## config.mk

```make
export PLATFORM = sky130hd
export DESIGN_NAME = result_frame_packer
export DESIGN_NICKNAME = d
export VERILOG_FILES = /design/src/rtl/result_frame_pkg.sv /design/src/rtl/frame_fifo.sv /design/src/rtl/result_frame_packer.sv
export SDC_FILE = /design/constraint.sdc
export NUM_CORES = 1
export LEC_CHECK = 0
export BUFFER_PORTS_ARGS = -buffer_cell sky130_fd_sc_hd__buf_2
export CAP_MARGIN = 20
export CORE_AREA = 2 2 182 148
export DETAILED_ROUTE_END_ITERATION = 7
export DIE_AREA = 0 0 184 150
export PLACE_DENSITY = 0.76
export REMOVE_ABC_BUFFERS = 1
export SETUP_SLACK_MARGIN = 0.15
export SYNTH_ARGS = -nofsm -noshare
export SYNTH_HDL_FRONTEND = slang
export SYNTH_SLANG_ARGS = --single-unit
export TNS_END_PERCENT = 1
```

## constraint.sdc

```tcl
create_clock -name clk -period 3.3 [get_ports clk]
set_input_delay 0.165 -clock clk [delete_from_list [all_inputs] [get_ports clk]]
set_output_delay 0.165 -clock clk [all_outputs]
set_load 0.01 [all_outputs]
```

## src/rtl/result_frame_pkg.sv

```systemverilog
// rtl/result_frame_pkg.sv - shared types and widths for the result frame packer
package result_frame_pkg;

  localparam int BYTE_W        = 8;
  localparam int FRAME_COUNT_W = 16;

  typedef struct packed {
    logic              last;
    logic [BYTE_W-1:0] data;
    logic [BYTE_W-1:0] cksum;
  } frame_entry_t;

  typedef enum logic [0:0] {
    COLLECT = 1'b0
  } wr_state_t;

endpackage

```

## src/rtl/frame_fifo.sv

```systemverilog
// rtl/frame_fifo.sv - generic first-word-fall-through FIFO with full-with-pop acceptance
module frame_fifo #(
  parameter type entry_t = logic [16:0],
  parameter int  DEPTH   = 16,
  localparam int PTR_W   = $clog2(DEPTH),
  localparam int CNT_W   = PTR_W + 1
) (
  input  logic             clk,
  input  logic             rst,
  input  logic             push,
  input  entry_t           push_entry,
  input  logic             pop_req,
  output logic             accept,
  output entry_t           head,
  output logic [CNT_W-1:0] count
);

  logic [PTR_W-1:0] rd_ptr;
  logic [PTR_W-1:0] wr_ptr;
  logic             pop;
  entry_t           mem [DEPTH];

  assign pop    = (count != '0) & pop_req;
  // A full FIFO still takes a write when the head leaves on the same edge.
  assign accept = push & ((count < CNT_W'(DEPTH)) | pop);
  assign head   = mem[rd_ptr];

  always_ff @(posedge clk) begin
    if (accept) begin
      mem[wr_ptr] <= push_entry;
    end
  end

  always_ff @(posedge clk or negedge rst) begin
    if (!rst) begin
      rd_ptr <= '0;
      wr_ptr <= '0;
      count  <= '0;
    end else begin
      if (accept) begin
        wr_ptr <= wr_ptr + 1'b1;
      end
      if (pop) begin
        rd_ptr <= rd_ptr + 1'b1;
      end
      count <= count + CNT_W'(accept) - CNT_W'(pop);
    end
  end

endmodule

```

## src/rtl/result_frame_packer.sv

```systemverilog
// rtl/result_frame_packer.sv - frames the result byte stream, appends checksums, buffers for the host sink
module result_frame_packer
  import result_frame_pkg::*;
#(
  parameter int FRAME_LEN  = 4,
  parameter int FIFO_DEPTH = 16
) (
  input  logic                     clk,
  input  logic                     rst,
  input  logic [BYTE_W-1:0]        in_data,
  input  logic                     in_valid,
  output logic [BYTE_W-1:0]        out_data,
  output logic [BYTE_W-1:0]        out_cksum,
  output logic                     out_last,
  output logic                     out_valid,
  input  logic                     out_ready,
  output logic                     overflow,
  input  logic                     clear_ovf,
  output logic [FRAME_COUNT_W-1:0] frame_count
);

  localparam int              BCNT_W   = (FRAME_LEN > 1) ? $clog2(FRAME_LEN) : 1;
  localparam logic [BCNT_W-1:0] LAST_IDX = BCNT_W'(FRAME_LEN - 1);
  localparam int              FCNT_W   = $clog2(FIFO_DEPTH) + 1;

  wr_state_t                state, state_nxt;
  logic [BCNT_W-1:0]        byte_cnt, byte_cnt_nxt;
  logic [BYTE_W-1:0]        sum, sum_nxt;
  logic [FRAME_COUNT_W-1:0] frame_count_nxt;
  logic                     overflow_nxt;
  logic                     accept;
  frame_entry_t             wr_entry;
  frame_entry_t             head;
  logic [FCNT_W-1:0]        fifo_count;

  frame_fifo #(
    .entry_t (frame_entry_t),
    .DEPTH   (FIFO_DEPTH)
  ) u_fifo (
    .clk        (clk),
    .rst        (rst),
    .push       (in_valid),
    .push_entry (wr_entry),
    .pop_req    (out_ready),
    .accept     (accept),
    .head       (head),
    .count      (fifo_count)
  );

  always_ff @(posedge clk or negedge rst) begin
    if (!rst) begin
      state       <= COLLECT;
      byte_cnt    <= '0;
      sum         <= '0;
      frame_count <= '0;
      overflow    <= 1'b0;
    end else begin
      state       <= state_nxt;
      byte_cnt    <= byte_cnt_nxt;
      sum         <= sum_nxt;
      frame_count <= frame_count_nxt;
      overflow    <= overflow_nxt;
    end
  end

  always_comb begin
    state_nxt       = state;
    byte_cnt_nxt    = byte_cnt;
    sum_nxt         = sum;
    frame_count_nxt = frame_count;
    wr_entry.last   = 1'b0;
    wr_entry.data   = in_data;
    wr_entry.cksum  = '0;
    case (state)
      COLLECT: begin
        // Dropped bytes leave the frame position untouched.
        if (accept) begin
          if (byte_cnt == LAST_IDX) begin
            wr_entry.last   = 1'b1;
            wr_entry.cksum  = sum + in_data;
            sum_nxt         = '0;
            byte_cnt_nxt    = '0;
            frame_count_nxt = frame_count + 1'b1;
          end else begin
            sum_nxt      = sum + in_data;
            byte_cnt_nxt = byte_cnt + 1'b1;
          end
        end
      end
      default: state_nxt = COLLECT;
    endcase
  end

  // A drop in the same cycle as clear_ovf keeps the flag set.
  assign overflow_nxt = (in_valid & ~accept) | (overflow & ~clear_ovf);

  assign out_valid = (fifo_count != '0);
  assign out_data  = out_valid ? head.data : '0;
  assign out_last  = out_valid & head.last;
  assign out_cksum = (out_valid & head.last) ? head.cksum : '0;

endmodule

```

---- Word-level counts from Yosys, hierarchy flattened ----
Memories as Yosys holds them, arrays and structs flattened.
Index checks and enable logic that the tools add are counted.
Widths: inputs -> output; s select.
word-level totals
  register bits ........................... 40
  output and inout port bits .............. 35
  input bits .............................. 13
  logic and storage cells ................. 38
  memory bits (writable) .................. 272
  memories kept ........................... 1
operators by class
  order comparisons ....................... 1
  equality and inequality tests ........... 1
  bitwise gates (word level) .............. 9
  muxes and demuxes ....................... 10
  reductions and logical operators ........ 2
  add/sub/neg operators ................... 7
memory list
  memory      words  bits a word  read ports  clocked after Yosys merged registers in  write ports  RTL line          text
  u_fifo.mem  16     17           1           0                                        1            frame_fifo.sv:21  entry_t mem [DEPTH];
operators with widths
  cell                   count
  $mux 8                 5
  $add 16x1->16 const B  1
  $add 4x1->4 const B    2
  $add 8x8->8            1
  $add 5x1->5            1
  $and 1x1->1            5
  $lt 5x5->1 const B     1
  $reduce_bool 5->1      1
  $sub 5x1->5            1
  $mux 1                 4
  $add 2x1->2 const B    1
  $eq 2x2->1 const B     1
  $mux 2                 1
  $not 1->1              2
  $or 1x1->1             2
  $reduce_and 2->1       1

---- Depth between registers and ports, before layout ----
Gate-level depths: netlist of run 1.
  depth after elaboration ................. 7
  depth in mapped cells ................... 16

---- Modules after synthesis ----
Synthesis of run 1 repeated with hierarchy kept, for this count alone.
unflattened totals
  cell total of the unflattened synthesis .. 667
  area, all modules ....................... 12731.0 um2
by module, submodules not included
  module               cells each  area each (um2)  times used
  frame_fifo           499         11136.9          1
  result_frame_packer  168         1594.0           1

---- Worst setup path after synthesis of run 1 ----
OpenSTA, ideal clock, no wires.
  path type ............................... register to register
  from .................................... register u_fifo.count[3]
  to ...................................... register u_fifo.count[4]
  period minus slack after synthesis ...... 2850 ps
  cell stages (with the launch flop) ...... 17
  setup slack ............................. 450 ps
  data arrival time ....................... 2725 ps
  buffers on the path ..................... 2
  library setup time ...................... 125 ps
  path through ............................ dfrtp_1 -> inv_1 -> ha_1 -> or4b_1 -> clkbuf_1 -> and2_0 -> clkbuf_1 -> ha_1 -> inv_1 -> ha_1 -> inv_1 -> fa_1 -> inv_1 -> a21oi_1 -> nor2_1 -> nor2_1 -> xnor2_1
between the ends
  word-level cells in the longest chain between the ends .. 6
  elaborated cells between the ends (all ways) .. 7
  classes of those cells .................. add/sub: 2; order compare: 1; bitwise: 3; reduce/logical: 1
ends and longest elaborated chain
  item                    RTL line                   text
  start, declared         frame_fifo.sv:15           output logic [CNT_W-1:0] count
  start signal, assigned  frame_fifo.sv:46           count <= count + CNT_W'(accept) - CNT_W'(pop);
  $reduce_bool 5->1 *     n/a
  net out_valid           result_frame_packer.sv:15  output logic out_valid,
  $and 1x1->1 *           frame_fifo.sv:23           assign pop = (count != '0) & pop_req;
  net u_fifo.pop          frame_fifo.sv:20           logic pop;
  $or 1x1->1              frame_fifo.sv:25           assign accept = push & ((count < CNT_W'(DEPTH)) | pop);
  $and 1x1->1             frame_fifo.sv:25
  $add 5x1->5             frame_fifo.sv:46
  $sub 5x1->5 *           frame_fifo.sv:46
The timed path passes the listed nets; every way through them passes the cells marked *.
A chain may end at the register's enable or synchronous reset.

---- Final worst setup path of run 1 ----
  from .................................... register u_fifo.rd_ptr[1]
  to ...................................... output out_cksum[5]
between the ends
  word-level cells in the longest chain between the ends .. 3
ends and longest elaborated chain
  item                    RTL line                    text
  start, declared         frame_fifo.sv:18            logic [PTR_W-1:0] rd_ptr;
  start signal, assigned  frame_fifo.sv:44            rd_ptr <= rd_ptr + 1'b1;
  $mem_v2 16x17 *         n/a
  $and 1x1->1             result_frame_packer.sv:100  assign out_cksum = (out_valid & head.last) ? head.cksum : '0;
  $mux 8 *                result_frame_packer.sv:100
  end, declared           result_frame_packer.sv:13   output logic [BYTE_W-1:0] out_cksum,
Mark *: on every way between the ends. The rest lies on a longest branch, timed or not.

==> results of run 1 <==
==> worst reg2reg max path, delay by kind of cell, from the launching register on <==
kind,cells,cell delay (ns)
adder cells (fa/ha/maj),4,1.00
flip-flops,1,0.39
XOR/XNOR,1,0.13
buffers and inverters,4,0.28
AO/OA/AOI/OAI,1,0.06
AND/OR/NAND/NOR,4,0.89
==> cell usage in the layout (no fill, tap or decap), types with 5 or more instances in the layout <==
cell	n
buf_2	47
clkbuf_1	5
xnor2_1	25
buf_4	29
ha_1	20
a21oi_1	11
inv_1	18
and3_1	8
xor2_1	5
mux2i_1	17
dlygate4sd3_1	8
and4_1	7
nand3_1	10
nor2_1	12
nor2b_1	9
and2_1	12
o21ai_0	21
mux2_2	11
clkbuf_16	31
mux4_2	62
a22oi_1	6
a21boi_0	5
edfxtp_1	272
clkinv_2	6
a21o_1	5
nand4_1	7
dfrtp_1	38
nand2_1	32
buf_12	12
mux4_1	7
==> how the worst max path moves through the flow <==
stage               depth (start not counted)        startpoint         endpoint
global placement                           14   u_fifo.count[3]  u_fifo.count[4]
CTS                                         5  u_fifo.rd_ptr[0]     out_cksum[2]
finish                                      5  u_fifo.rd_ptr[1]     out_cksum[5]
floorplan                                   3  u_fifo.rd_ptr[0]      out_data[1]
global route                                8   u_fifo.count[3]     out_cksum[5]
detailed placement                         14   u_fifo.count[2]  u_fifo.count[4]
==> cell families after synthesis <==
kind of cell             after synthesis
adder cells (fa/ha/maj)               22
flip-flops                           312
XOR/XNOR                              30
AND/OR/NAND/NOR                      107
AO/OA/AOI/OAI                         56
multiplexers                          97
buffers and inverters                 47
==> per-stage QoR <==
stage | cell area, sq um | instances | hold WS, ns | setup slack (ns) | setup TNS, ns
2_1_floorplan | 12600 | 642 | -0.131 | -1.04 | -16.43
3_3_place_gp | 13600 | 1055 | 0.337 | 0.550 | 0
3_5_place_dp | 13600 | 1055 | 0.352 | 0.428 | 0
4_1_cts | 14700 | 1120 | 0.00283 | 0.149 | 0
5_1_grt | 14800 | 1125 | 0.0117 | 0.157 | 0
6_report | 14800 | 1125 | 0.0191 | 0.234 | 0
==> repair_timing <==
| action | 4_1_cts | 5_1_grt |
|---|---|---|
| gates resized for setup | 1 | 0 |
| hold buffers | 8 | 0 |
| endpoints found under the setup margin | 9 | 4 |
| endpoints found under the hold margin | 106 | 0 |
| setup buffers | 1 | 5 |
==> sequential cells by signal (all words and copies together), names as in the netlist <==
name           count
byte_cnt           2
frame_count       16
u_fifo.wr_ptr      4
u_fifo.rd_ptr      4
u_fifo.mem       272
overflow           1
u_fifo.count       5
sum                8
==> power groups by stage <==
| stage | combinational (mW) | sequential, mW | clock (mW) |
|---|---|---|---|
| floorplan | 2.43 | 5.41 | 0 |
| global placement | 3.75 | 5.25 | 0 |
| detailed placement | 3.87 | 5.29 | 0 |
| CTS | 3.98 | 5.18 | 3.53 |
| global route | 4.42 | 5.17 | 3.68 |
| finish | 4.08 | 5.13 | 3.48 |
==> layout make-up <==
| type | count | area share [%] |
|---|---|---|
| Sequential cell | 312 | 62.0 |
| Tap cell | 330 | 2.79 |
| Inverter | 18 | 0.457 |
| Multi-Input combinational cell | 312 | 22.6 |
| Clock inverter | 19 | 1.40 |
| Timing Repair Buffer | 97 | 5.33 |
| Clock buffer | 37 | 5.46 |
==> layer usage <==
| layer | GRT usage [%] | up-vias | share of wire, % |
|---|---|---|---|
| li1 | - | 2872 | - |
| met1 | 29.0 | 3420 | 42 |
| met2 | 33.5 | 298 | 48 |
| met3 | 3.58 | 61 | 7.6 |
| met4 | 6.40 | 0 | 2.9 |
| met5 | 0 | - | 0 |
==> flow_metrics.tcl, run 1 <==
set metrics [dict create \
    netlist_top_cells_count "edfxtp_1 (272), mux4_2 (62), dfrtp_1 (40)" \
    ys_types 42 \
    grt_util_all_layers_pct 20.7 \
    synth_compound_area_share_pct 2.68 \
    cp_max_fo 32 \
    timing.rr.start "u_fifo.count[3]" \
    critPathBufInv 2 \
    power.density_mw_per_mm2 858 \
    r2r_end "u_fifo.count[4]" \
    numCtsBuffers 30 \
    power_frac_clock_pct 27.4 \
    drive_above_1_share_pct 26.7 \
    ys_ff_latch 312 \
    rsz0062_at_grt "no" \
    numPortBuffers 47 \
    synth_area_leader_cell "edfxtp_1" \
    num_vias 6651 \
    yosys.area_share.adder_pct 2.28 \
    clk_latency_ns 0.55 \
    cpLargestDelayFamily "flip-flops" \
    worstMarginPinSlew_ns 0.964 \
    cts-root-buf "clkbuf_16" \
    grt_max_degree 41 \
    routedWlPerCell_um 24.7 \
    dieArea_sq_mm 0.0276 \
    max-cap-violations 0 \
    grt_pass1_vias 6980 \
    syn_area_sq_mm 0.0127 \
    drc 0 \
    holdPathEnd "u_fifo.mem[2][8]" \
    status "completed" \
    multiInputGateArea_sq_mm 0.00334 \
    synth-xor-area-share_pct 2.06 \
    core_sq_mm 0.0259 \
    antenna_found_initial 0 \
    gp_congestion 0.854 \
    synth.mux.area_fraction_pct 14.7 \
    synthSimpleGateAreaFrac_pct 4.45 \
    hold_depth 1 \
    cts.sinks 312 \
    fp.dieH_um 150 \
    ff2ff_setup_slack_ns 0.42 \
    hold_viol 0 \
    leakage_nw 5.29 \
    dr.pass1.iters 7 \
    grt_overflow_total 0 \
    clock.fmax_mhz 326 \
    holdCritPathClass "in -> reg" \
    setup-violations-final 0 \
    routed_wl_mm 27.8 \
    ant_nets 0 \
    start_util_pct 49.3 \
    synth_top_cell_area_share_pct 64.1 \
    diodes 0 \
    slowest_stage "dfrtp_2" \
    cts_max_path_buffers 3 \
    min_from "in_data[0]" \
    power_frac_comb_pct 32.1 \
    crit_top_cell "mux4_2" \
    yosys_most_used_dff "edfxtp_1" \
    slew_headroom_pct 35.5 \
    peakVddDrop_mv 0.632 \
    ys.warnings.count 0 \
    synth.area.top_cells "edfxtp_1 (64%), mux4_2 (11%), dfrtp_1 (7.9%)" \
    netSwitchingPower_mw 3.86 \
    max_stage_delay_ns 0.88 \
    io_pins 48 \
    layout.nets 806 \
    fillers 1933 \
    synth-async-reset-ratio_pct 12.8 \
    period_share_pct 92.9 \
    swShare_pct 30.4 \
    clock_skew_ns 0.0104 \
    synth_area_per_cell_sq_um 19.0 \
    seqPwrFrac_pct 40.4 \
    finalPower_mw 12.7 \
    drv_slew 0 \
    grt_pass1_wl_mm 41.6 \
    area_growth_pct 16.1 \
    path_clk_slew_ns 0.06 \
    endpoint_kind "output pin" \
    final_util_pct 57.2 \
    worstPathRequired_ns 3.13 \
    fin_crit_ns 3.07 \
    worstPathArrival_ns 2.90 \
    synth_cells 671 \
    worstPathCellList "buf_12, mux4_2, mux4_2, nor2b_1, buf_2" \
    ff_latch_area_sq_mm 0.00917 \
    synth.most_common_cell "edfxtp_1" \
    startpoint_type "flop" \
    p_int_mw 8.83 \
    worstRegToRegCells 14 \
    critPathKind "reg -> out" \
    cts_tree "done" \
    die_x_um 184 \
    ys_seq_area_share_pct 72.0 \
    via_per_inst 5.91 \
    rows 53 \
    synth_edf_count 272 \
    synth_top_family_by_area "multiplexers" \
    drt_iter0_drc 622 \
    htree_levels 1 \
    dpl.hpwl_mm 16.5 \
]
Note: power is estimated with default switching activity, not from simulation.
==> run 2, diff against run 1 <==
--- a/config.mk
+++ b/config.mk
@@ -7,3 +7,2 @@
 export LEC_CHECK = 0
-export BUFFER_PORTS_ARGS = -buffer_cell sky130_fd_sc_hd__buf_2
 export CAP_MARGIN = 20
@@ -12,3 +11,4 @@
 export DIE_AREA = 0 0 184 150
-export PLACE_DENSITY = 0.76
+export DONT_BUFFER_PORTS = 1
+export PLACE_DENSITY = 0.74
 export REMOVE_ABC_BUFFERS = 1
==> constraint.sdc (replaced) <==
create_clock -name clk -period 3.74 [get_ports clk]
set_input_delay 0.374 -clock clk [delete_from_list [all_inputs] [get_ports clk]]
set_output_delay 0.374 -clock clk [all_outputs]
set_load 0.01 [all_outputs]
==> flow_metrics.tcl, run 2 (same netlist as run 1, synthesis figures left out) <==
set metrics [dict create \
    gp_congestion 0.786 \
    fin_crit_ns 3.25 \
    grt_overflow_total 0 \
    diodes 0 \
    layout.nets 747 \
    numCtsBuffers 29 \
    peakVddDrop_mv 0.450 \
    slowest_stage "dfrtp_2" \
    hold_viol 0 \
    routedWlPerCell_um 25.5 \
    worstRegToRegCells 14 \
    worstPathCellList "buf_12, mux4_2, mux4_2, nor2b_1" \
    holdCritPathClass "in -> reg" \
    clk_latency_ns 0.54 \
    grt_max_degree 41 \
    timing.rr.start "u_fifo.count[3]" \
    largest_reg_flops 272 \
    die_x_um 184 \
    leakage_nw 4.96 \
    routed_wl_mm 27.1 \
    final_common_cell "edfxtp_1" \
    clock_skew_ns 0.00495 \
    grt_pass1_vias 6459 \
    status "completed" \
    max-cap-violations 0 \
    ff2ff_setup_slack_ns 0.78 \
    dpl.hpwl_mm 15.8 \
    setup-violations-final 0 \
    cts-root-buf "clkbuf_16" \
    final_cell_mix "edfxtp_1 (272), mux4_2 (62), dfrtp_1 (38)" \
    io_pins 48 \
    slew_headroom_pct 31.1 \
    reg.largest.list "u_fifo.mem x272, frame_count x16, sum x8" \
    drt_iter0_drc 557 \
    dieArea_sq_mm 0.0276 \
    htree_levels 1 \
    max_stage_delay_ns 0.94 \
    area_growth_pct 12.4 \
    clock.fmax_mhz 307 \
    holdPathEnd "sum[0]" \
    final_util_pct 55.3 \
    grt_util_all_layers_pct 20.3 \
    dr.pass1.iters 7 \
    core_sq_mm 0.0259 \
    hold_depth 3 \
    critPathKind "reg -> out" \
    endpoint_kind "output pin" \
    startpoint_type "flop" \
    critPathBufInv 1 \
    power.density_mw_per_mm2 744 \
    hold_buffers 12 \
    ant_nets 0 \
    fin_area_sq_mm 0.0143 \
    cts-resized-gates 0 \
    period_share_pct 87.0 \
    placed_area_sq_mm 0.0132 \
    numPortBuffers 0 \
    grt_pass1_wl_mm 40.2 \
    cts_max_path_buffers 3 \
    path_clk_slew_ns 0.06 \
    start_util_pct 49.3 \
    antenna_found_initial 0 \
    drc 0 \
    cpLargestDelayFamily "flip-flops" \
    rows 53 \
    rsz0062_at_grt "no" \
    finalPower_mw 10.6 \
    num_vias 6299 \
    worstPathRequired_ns 3.37 \
    drv_slew 0 \
    via_per_inst 5.94 \
    worstPathArrival_ns 2.88 \
    cp_max_fo 38 \
    crit_top_cell "mux4_2" \
    fp.dieH_um 150 \
    cts_tree "done" \
    min_from "in_data[0]" \
    cts.sinks 312 \
    cts_setup_buffers 0 \
    worstMarginPinSlew_ns 1.03 \
    drive_above_1_share_pct 19.6 \
    regMostFlops "u_fifo.mem" \
    r2r_end "u_fifo.count[4]" \
]
run 2: changes by cell type in the layout (fill, tap and decap cells not counted), sizes merged:
cell | before | now
buf | 89 | 28
clkbuf | 37 | 33
clkinvlp | 4 | 0
dlygate4sd3 | 8 | 11
bufinv | 4 | 5
clkinv | 10 | 11
inv | 19 | 18
run 2: metal layers:
layer  vias up  part of all wire (%)  track usage [%]  wire, um
met5         -                     0                0         0
met4         0                   3.0             5.84       816
met3        59                   7.0             3.77      1890
met2       243                    49             33.3     13200
met1      3252                    41             28.1     11200
li1       2745                     -                -         -
run 2: final cells by class:
cell class	count	area [sq um]
fill	1918	11500
sequential	312	9170
multi-input combinational	312	3340
clock buffer	33	741
tap	330	413
timing repair buffer	39	383
clock inverter	16	199
inverter	18	67.6
run 2: worst max-delay path by stage:
stage | from | end | slack (ns) | cells after the start
after global placement | u_fifo.count[3] | u_fifo.count[4] | 0.99 | 14
after global routing | u_fifo.rd_ptr[0] | out_cksum[2] | 0.34 | 4
after floorplan | u_fifo.rd_ptr[0] | out_data[1] | -0.81 | 3
after CTS | u_fifo.rd_ptr[0] | out_cksum[6] | 0.43 | 4
after detailed placement | u_fifo.count[3] | u_fifo.count[4] | 0.85 | 14
final | u_fifo.rd_ptr[1] | out_cksum[6] | 0.49 | 4
run 2: per-stage QoR:
stage | TNS, ns | hold slack (ns) | std cells | worst slack, ns
2_1_floorplan | -11.72 | 0.0784 | 642 | -0.806
3_3_place_gp | 0 | 0.0804 | 999 | 0.991
4_1_cts | 0 | 0.163 | 1060 | 0.429
6_report | 0 | 0.177 | 1060 | 0.487
5_1_grt | 0 | 0.241 | 1060 | 0.344
3_5_place_dp | 0 | 0.0802 | 999 | 0.849
run 2: worst register-to-register path, stage by stage, from the launching register on:
cell     delay [ns]
dfrtp_1        0.40
inv_1          0.11
ha_1           0.14
or4b_1         0.46
and2_0         0.28
ha_1           0.32
inv_1          0.06
ha_1           0.16
inv_1          0.08
fa_1           0.41
inv_1          0.07
a21oi_1        0.07
nor2_1         0.12
nor2_1         0.06
xnor2_1        0.12
run 2: power by group:
group          internal (mW)  leakage (nW)  switching [mW]
clock network           1.75         0.464            1.18
logic                   1.47          1.52            1.63
registers               4.23          2.98           0.390
total                   7.45          4.96            3.20
==> run 3, diff against run 2 <==
Clock period 3.74 ns to 3.58 ns, I/O delays scaled along.
==> flow_metrics.tcl, run 3 (same netlist as run 1, synthesis figures left out) <==
set metrics [dict create \
    status "completed" \
    cts.sinks 312 \
    fp.dieH_um 150 \
    worstRegToRegCells 14 \
    gp_congestion 0.753 \
    setup-violations-final 0 \
    area_growth_pct 13.8 \
    critPathCapture "out_last" \
    regMostFlops "u_fifo.mem" \
    fillers 1913 \
    fin_crit_ns 3.32 \
    endpoint_kind "output pin" \
    timing.rr.start "u_fifo.count[3]" \
    power.density_mw_per_mm2 795 \
    worstMarginPinSlew_ns 1.00 \
    worstPathArrival_ns 2.96 \
    reg.largest.list "u_fifo.mem x272, frame_count x16, sum x8" \
    worstPathRequired_ns 3.22 \
    crit_top_cell "inv_1" \
    startpoint_type "flop" \
    final_util_pct 56.0 \
    cts-resized-gates 0 \
    period_share_pct 92.8 \
    num_vias 6394 \
    start_util_pct 49.3 \
    slew_headroom_pct 33.0 \
    final_common_cell "edfxtp_1" \
    final_cell_mix "edfxtp_1 (272), mux4_2 (62), dfrtp_1 (38)" \
    critPathKind "reg -> out" \
    grt_pass1_wl_mm 41.4 \
    via_per_inst 5.96 \
    drt_iter0_drc 675 \
    rsz0062_at_grt "no" \
    grt_pass1_vias 6679 \
    dpl.hpwl_mm 16.6 \
    clock_skew_ns 0.0122 \
    clk_latency_ns 0.56 \
    drv_slew 0 \
    ff2ff_setup_slack_ns 0.68 \
    routed_wl_mm 27.7 \
    holdCritPathClass "in -> reg" \
    peakVddDrop_mv 0.483 \
    max-cap-violations 0 \
    cts_tree "done" \
    grt_overflow_total 0 \
    path_clk_slew_ns 0.07 \
    numPortBuffers 0 \
    grt_max_degree 41 \
    hold_viol 0 \
    diodes 0 \
    drive_above_1_share_pct 20.8 \
    routedWlPerCell_um 25.8 \
    crit_start "u_fifo.count[3]" \
    leakage_nw 5.05 \
    ant_nets 0 \
    largest_reg_flops 272 \
    dr.pass1.iters 5 \
    multiInputGateArea_sq_mm 0.00334 \
    numCtsBuffers 30 \
    cp_max_fo 9 \
    cts_max_path_buffers 3 \
    max_stage_delay_ns 0.57 \
    die_x_um 184 \
    r2r_end "u_fifo.count[4]" \
    cts-root-buf "clkbuf_16" \
    grt_util_all_layers_pct 20.6 \
    io_pins 48 \
    drc 0 \
    worstPathCellList "inv_1, ha_1, or4b_1, buf_4, nand2b_1, o22a_1, inv_1" \
    clock.fmax_mhz 301 \
    layout.nets 753 \
    rows 53 \
    core_sq_mm 0.0259 \
    dieArea_sq_mm 0.0276 \
    slowest_stage "o22a_1" \
    htree_levels 1 \
    hold_depth 3 \
    ff_latch_area_sq_mm 0.00917 \
    antenna_found_initial 1 \
    setup_tns_ns 0 \
]
run 3: cell count changes in the layout (fill, tap and decap cells not counted):
cell        before  now
buf_4           23   26
clkinvlp_4       0    1
clkbuf_8         0    2
bufinv_16        5    6
buf_12           5    6
clkinv_1         5    6
clkbuf_16       29   30
clkinv_8         0    1
buf_16           0    1
run 3: stage by stage:
stage          std cells  power (mW)  hold WS [ns]  area (sq um)  setup slack (ns)
3_3_place_gp        1003        8.02        0.0644         13300             0.812
5_1_grt             1072        12.0         0.216         14500             0.166
6_report            1072        11.5         0.190         14500             0.257
4_1_cts             1071        11.5         0.164         14500             0.218
3_5_place_dp        1003        8.20        0.0642         13300             0.735
2_1_floorplan        642        7.23        0.0624         12600            -0.950
run 3: how the worst min path moves through the flow:
stage / endpoint / startpoint / slack (ns)
2_1_floorplan: byte_cnt[0] / rst / 0.06
3_3_place_gp: overflow / rst / 0.06
3_5_place_dp: u_fifo.count[3] / rst / 0.06
4_1_cts: sum[1] / in_data[1] / 0.16
5_1_grt: sum[7] / in_data[7] / 0.22
6_report: sum[1] / in_data[1] / 0.19
run 3: layout make-up:
class,count,area share (%)
clock buffers,36,5.47
multi-input cells,312,23.0
inverters,18,0.466
clock inverters,20,1.77
flip-flops and latches,312,63.3
repair buffers,44,3.13
well taps,330,2.85
run 3: where the power goes:
| group | total (mW) | switching, mW | internal [mW] |
|---|---|---|---|
| sequential | 4.78 | 0.353 | 4.42 |
| combinational | 3.43 | 1.83 | 1.60 |
| clock | 3.31 | 1.31 | 2.01 |
run 3: per-layer routing:
metal  vias to the layer above  wire length (um)  GRT usage, %
met5                         -                13             0
met4                         2               969          7.56
met3                        70              2100          4.38
met2                       250             13200          32.5
met1                      3305             11400          28.7
li1                       2767                 -             -
run 3: worst max-delay path: cells and delay by family (launching register included):
kind | cells | cell delay (ns)
and+or+nand+nor | 2 | 0.79
AOI/OAI and AO/OA | 1 | 0.57
buffers and inverters | 3 | 0.51
DFF | 1 | 0.40
adders and majority gates | 1 | 0.14
run 3: what timing repair did:
item | CTS | global route
buffers inserted | 0 | 1
hold buffers | 12 | 0
endpoints found under the setup margin | 0 | 2
endpoints found under the hold margin | 169 | 0
